`src/rtl/cmn_fifo_drain.sv`:
```
// ============================================================================
// cmn_fifo_drain
// ----------------------------------------------------------------------------
// Purpose
//   Drains an upstream show-ahead FIFO into a valid/ready output stream. The
//   upstream FIFO has a combinational read port: the head word is on
//   fifo_rdata in the same cycle that fifo_re is asserted, and there is no
//   read buffer. The read strobe therefore cannot wait for o_ready without
//   building a combinational path from downstream ready back into the FIFO.
//   Instead, a 2-entry ordered buffer (head buf0 + skid buf1) absorbs the
//   word that is already in flight when the consumer stalls. This keeps
//   fifo_re independent of o_ready while still sustaining one word per cycle.
//
//   The block also counts accepted output handshakes (o_beats). It can
//   discard all buffered words synchronously (flush).
//
// Parameters
//   DW  data width of the FIFO word and the output stream
//   CW  width of the accepted-beat counter (wraps modulo 2^CW)
//
// Ports
//   clk         in   rising-edge clock
//   rstn        in   asynchronous, active-low reset
//   fifo_empty  in   upstream FIFO empty flag
//   fifo_rdata  in   upstream FIFO head word, valid alongside fifo_re
//   fifo_re     out  pop strobe to the upstream FIFO (combinational)
//   flush       in   synchronous discard of all buffered words
//   o_valid     out  output stream valid (registered)
//   o_data      out  output stream data (registered, = head entry)
//   o_ready     in   downstream ready
//   o_count     out  number of words held internally (0..2)
//   o_beats     out  count of accepted output handshakes
// ============================================================================
module cmn_fifo_drain #(
    parameter int DW = 32,
    parameter int CW = 16
) (
    input  logic          clk,
    input  logic          rstn,
    input  logic          fifo_empty,
    input  logic [DW-1:0] fifo_rdata,
    output logic          fifo_re,
    input  logic          flush,
    output logic          o_valid,
    output logic [DW-1:0] o_data,
    input  logic          o_ready,
    output logic [1:0]    o_count,
    output logic [CW-1:0] o_beats
);

    // ------------------------------------------------------------------------
    // Occupancy state. The encoding equals the word count, so o_count is a
    // plain copy of the state register.
    // ------------------------------------------------------------------------
    typedef enum logic [1:0] {
        ST_EMPTY = 2'd0,
        ST_ONE   = 2'd1,
        ST_FULL  = 2'd2
    } occ_e;

    occ_e          state_q, state_d;
    logic [DW-1:0] buf0_q,  buf0_d;
    logic [DW-1:0] buf1_q,  buf1_d;
    logic          valid_q, valid_d;
    logic [CW-1:0] beats_q, beats_d;

    // run_q rises on the first clock edge after reset release. fifo_re is held
    // low until then. A word can never be popped in the partial cycle between
    // rstn deasserting and the first rising edge.
    logic          run_q;

    logic          push;
    logic          pop;

    // ------------------------------------------------------------------------
    // Read strobe. This path depends only on upstream status, flush and local
    // occupancy, never on o_ready. A full buffer is the only reason to stop
    // reading from a non-empty FIFO.
    // ------------------------------------------------------------------------
    always_comb begin
        fifo_re = rstn && run_q && !fifo_empty && !flush && (state_q != ST_FULL);
    end

    assign push = fifo_re;
    assign pop  = valid_q && o_ready;

    // ------------------------------------------------------------------------
    // Next-state / datapath logic
    // ------------------------------------------------------------------------
    always_comb begin
        state_d = state_q;
        buf0_d  = buf0_q;
        buf1_d  = buf1_q;

        // Handshakes are counted even in a flush cycle. The consumer really
        // did take the head word on that edge.
        beats_d = beats_q + {{(CW-1){1'b0}}, pop};

        if (flush) begin
            // Only the occupancy is cleared. Stale data left in buf0/buf1 is
            // harmless because o_valid is low.
            state_d = ST_EMPTY;
        end else begin
            unique case (state_q)
                ST_EMPTY: begin
                    if (push) begin
                        buf0_d  = fifo_rdata;
                        state_d = ST_ONE;
                    end
                end
                ST_ONE: begin
                    if (push && pop) begin
                        // Head leaves as the new word arrives. The new word
                        // becomes the head, so no skid slot is needed.
                        buf0_d  = fifo_rdata;
                    end else if (push) begin
                        buf1_d  = fifo_rdata;
                        state_d = ST_FULL;
                    end else if (pop) begin
                        state_d = ST_EMPTY;
                    end
                end
                ST_FULL: begin
                    // fifo_re is low here, so the only event is a pop. The
                    // pop promotes the skid entry.
                    if (pop) begin
                        buf0_d  = buf1_q;
                        state_d = ST_ONE;
                    end
                end
                default: begin
                    state_d = ST_EMPTY;
                end
            endcase
        end

        // o_valid comes from its own flop, so the stream has no decode
        // logic in front of it.
        valid_d = (state_d != ST_EMPTY);
    end

    // ------------------------------------------------------------------------
    // State registers. An asynchronous reset discards buffered words
    // immediately, even mid-transfer.
    // ------------------------------------------------------------------------
    always_ff @(posedge clk or negedge rstn) begin
        if (!rstn) begin
            state_q <= ST_EMPTY;
            buf0_q  <= '0;
            buf1_q  <= '0;
            valid_q <= 1'b0;
            beats_q <= '0;
            run_q   <= 1'b0;
        end else begin
            state_q <= state_d;
            buf0_q  <= buf0_d;
            buf1_q  <= buf1_d;
            valid_q <= valid_d;
            beats_q <= beats_d;
            run_q   <= 1'b1;
        end
    end

    // ------------------------------------------------------------------------
    // Outputs
    // ------------------------------------------------------------------------
    assign o_valid = valid_q;
    assign o_data  = buf0_q;
    assign o_count = state_q;
    assign o_beats = beats_q;

endmodule

```
`config.mk`:
```
export PLATFORM = sky130hd
export DESIGN_NAME = cmn_fifo_drain
export DESIGN_NICKNAME = d
export VERILOG_FILES = /design/src/rtl/cmn_fifo_drain.sv
export SDC_FILE = /design/constraint.sdc
export NUM_CORES = 1
export LEC_CHECK = 0
export CAP_MARGIN = 20
export CORE_MARGIN = 1
export CORE_UTILIZATION = 50
export CTS_CLUSTER_SIZE = 24
export DETAILED_ROUTE_END_ITERATION = 16
export PLACE_DENSITY = 0.91
export SLEW_MARGIN = 10
export SYNTH_ARGS = -nofsm -noshare
export SYNTH_HDL_FRONTEND = slang
export SYNTH_SLANG_ARGS = --single-unit
```
`constraint.sdc`:
```
create_clock -name clk -period 1.9 [get_ports clk]
set_input_delay 0.38 -clock clk [delete_from_list [all_inputs] [get_ports clk]]
set_output_delay 0.38 -clock clk [all_outputs]
set_load 0.02 [all_outputs]
```
==> metrics.md <==
| Metric | Value |
|---|---|
| Status | finished clean |
| # fillers | 550 |
| Root Buffer | clkbuf_8 |
| Post-synthesis cell type count | 35 |
| Internal power | 3.30 mW |
| Max Cap Violations | 0 |
| Largest net degree at the start of global routing | 60 |
| Mux contribution to synthesized area | 0.214 |
| Min Tclk post-route | 1.83 ns |
| Starting Density | 0.515 |
| Die height | 88.2 um |
| Clk sinks | 84 |
| RePlAce Congestion | 0.785 |
| Antenna cells | 0 |
| Synthesized Nets | 324 |
| Dominant synthesized flop cell | dfrtp_1 |
| CP Launch Type | flop |
| Reg clk slew, reported paths | 0.09 ns |
| Slowest Stage Delay on Critical Path | 0.62 ns |
| Sequential Area | 0.00210 mm2 |
| Largest family of logic cells by synthesized area | multiplexers |
| Port Buf Inserts | 88 |
| Synth Cell Area | 0.00371 mm2 |
| Worst slack at placement | -0.270 ns |
| Routed wire per std cell | 14.8 um |
| Worst-margin pin slew | 0.735 ns |
| Compound-Gate Fraction of Synth Area | 0.0596 |
| DP HPWL | 5130 um |
| Vias after detailed routing | 2449 |
| Mean Syn Cell Area | 13.0 um2 |
| Row count | 31 |
| TritonCTS clock tree | yes |
| Crit-path slowest cell | clkdlybuf4s50_1 |
| Rel. slew slack | 0.510 |
| Maximum fanout along the worst path | 6 |
| RSZ-0062 raised after global routing | no |
| Simple-gate share of the synthesized area | 0.0815 |
| Cell count after synthesis | 285 |
| Clock buffer count from CTS | 9 |
| Total GRT Usage | 0.201 |
| Final setup fails | 0 |
| DRT iter0 DRCs | 38 |
| LEAKAGE | 2.26 nW |
| DRC Markers | 0 |
| Yosys Warn Count | 0 |
| WS Path Type | flop to output pin |
| Post-synth ARST share | 1.00 |
| Kind of end point of the critical path | output pin |
| H-tree depth | 3 |
| Worst EP required | 1.52 ns |
| First-pass GRT wire length | 11800 um |
| Worst vdd rail ir drop | 0.000646 V |
| IO Pins | 89 |
| Grt total ovfl | 0 |
| Final wirelength | 7240 um |
| NumNets Final | 424 |
| Period utilization | 0.965 |
| Placed cells | 473 |
| Clock latency on the worst-skew pair | 0.35 ns |
| Area delta synth->final | 32.5% |
| Final Hold Viols | 0 |
| Area of the multi-input gates | 0.00148 mm2 |
| Fin cells | 488 |
| Max clock buf depth | 2 |
| Antenna violations before repair | 0 |
| Synth Register Bits | 84 |
| Core area | 0.00721 mm2 |
| Worst R2R Setup Slack | 0.31 ns |
| Final instance area | 0.00492 mm2 |
| Clock share of power | 0.269 |
| Post-synthesis adder-cell area fraction | 0.00674 |
| Share of the yosys chip area belonging to registers | 0.566 |
| Max Freq | 545 MHz |
| Vias in the first global route | 2503 |
| Net Switching | 1.30 mW |
| EDFF count, synth | 0 |
| Drt first pass iters | 4 |
| Gate power share | 0.243 |
| Worst Skew | 0.0124 ns |
| Hold Crit Class | primary input to async pin |
| Die width | 88.2 um |
| DIE AREA | 0.00778 mm2 |
| XOR/XNOR Fraction of Synth Area | 0.0354 |
| Sw Share | 0.283 |
| Final ANT Viol Nets | 0 |
| Drt via density | 5.02 |
| Hold slack | 0.0487 ns |
| Post-CTS setup buffer count | 0 |
| Share of post-route cells with drive strength above 1 | 0.180 |
| Sequential share of power | 0.488 |
| Max-slew violation count | 0 |
| Worst endpoint data arrival time | 1.45 ns |
| Post-placement cell area | 0.00474 mm2 |
| Pwr Density | 934 mW/mm2 |
| Cells along the critical path | buf_4 > clkdlybuf4s50_1 |
| Worst Slack Setup Final | 0.0664 ns |
[final cells by class]
cell class | instances | area share
Clock buffer | 10 | 0.0280
Clock inverter | 5 | 0.0107
Multi-Input combinational cell | 184 | 0.301
Sequential cell | 84 | 0.427
Tap cell | 99 | 0.0252
Inverter | 2 | 0.00153
Timing Repair Buffer | 104 | 0.207
[cell usage after synthesis, drive strengths merged (2+ instances only)]
cell	n	share of area
a21oi	2	0.0027
and3	2	0.0034
buf	12	0.031
clkbuf	3	0.0037
dfrtp	84	0.57
ha	2	0.0067
inv	2	0.0020
mux2	32	0.13
mux2i	32	0.086
nand2	41	0.041
nand3	7	0.0094
nand4	3	0.0091
nor2	3	0.0037
nor3	3	0.0040
o21ai	32	0.043
xnor2	13	0.031
xor2	2	0.0047
[final timing paths]
| kind | from | endpoint | cells after the start |
|---|---|---|---|
| min reg2reg | o_beats[15] | o_beats[15] | 1 |
| min in group clk | o_beats[15] | o_beats[15] | 1 |
| max in group asynchronous | rstn | buf1_q[14] | 2 |
| min | rstn | o_data[22] | 2 |
| max reg2reg | o_count[0] | o_data[13] | 4 |
| max | o_count[1] | o_count[1] | 2 |
[sequential cells by signal (all words and copies together), names as in the netlist]
signal and count:
buf1_q 32, o_count 2, o_valid 1, o_beats 16, o_data 32, run_q 1
[kinds of logic after synthesis]
logic type | Yosys count
compound gates | 38
buf+inv | 17
fa+ha+maj | 2
simple gates | 64
xor+xnor | 15
flops | 84
mux | 64
other cells | 1
[repair_timing]
item | 4_1_cts | 5_1_grt
hold buffers | 0 | 0
gates cloned | 0 | 0
setup endpoints to repair | 1 | 1
gates resized for setup | 1 | 3
[power by group through the flow]
stage | logic, mW | clock network (mW) | registers, mW
after floorplan | 0.304 | 0 | 2.48
after global placement | 1.09 | 0 | 2.26
after detailed placement | 1.13 | 0 | 2.28
after CTS | 1.14 | 1.26 | 2.25
after global routing | 1.20 | 1.33 | 2.28
final | 1.12 | 1.24 | 2.24
[through the flow]
step	total power, mW	setup TNS [ns]	util
after floorplan	2.79	0	-
after global placement	3.35	-0.970	0.656
after detailed placement	3.41	-2.20	0.656
after CTS	4.65	0	0.683
after global routing	4.82	0	0.682
final	4.60	0	0.682
[routing by layer]
metal,vias to the layer above,track usage,wire length [um]
met5,-,0,0
met3,9,0.0443,296
met2,54,0.340,3700
li1,1179,-,-
met4,0,0.0792,93
met1,1207,0.252,3140
[worst max-delay path: cells and delay by family (launching register included)]
kind     cells  cell delay, ns
buf+inv      2            0.77
flops        1            0.34
[cells in the final DEF (no fill, tap or decap), types with 3 or more instances in the layout]
master           count
clkinv_2             3
buf_4               15
mux2i_1             32
nor3_1               3
xnor2_1             13
o21ai_0             27
clkbuf_8            10
o21ai_1              5
nand2_1             41
nand3_1              7
dfrtp_1             84
clkdlybuf4s50_1     86
mux2_4              30
(Power assumes the default switching activity.)
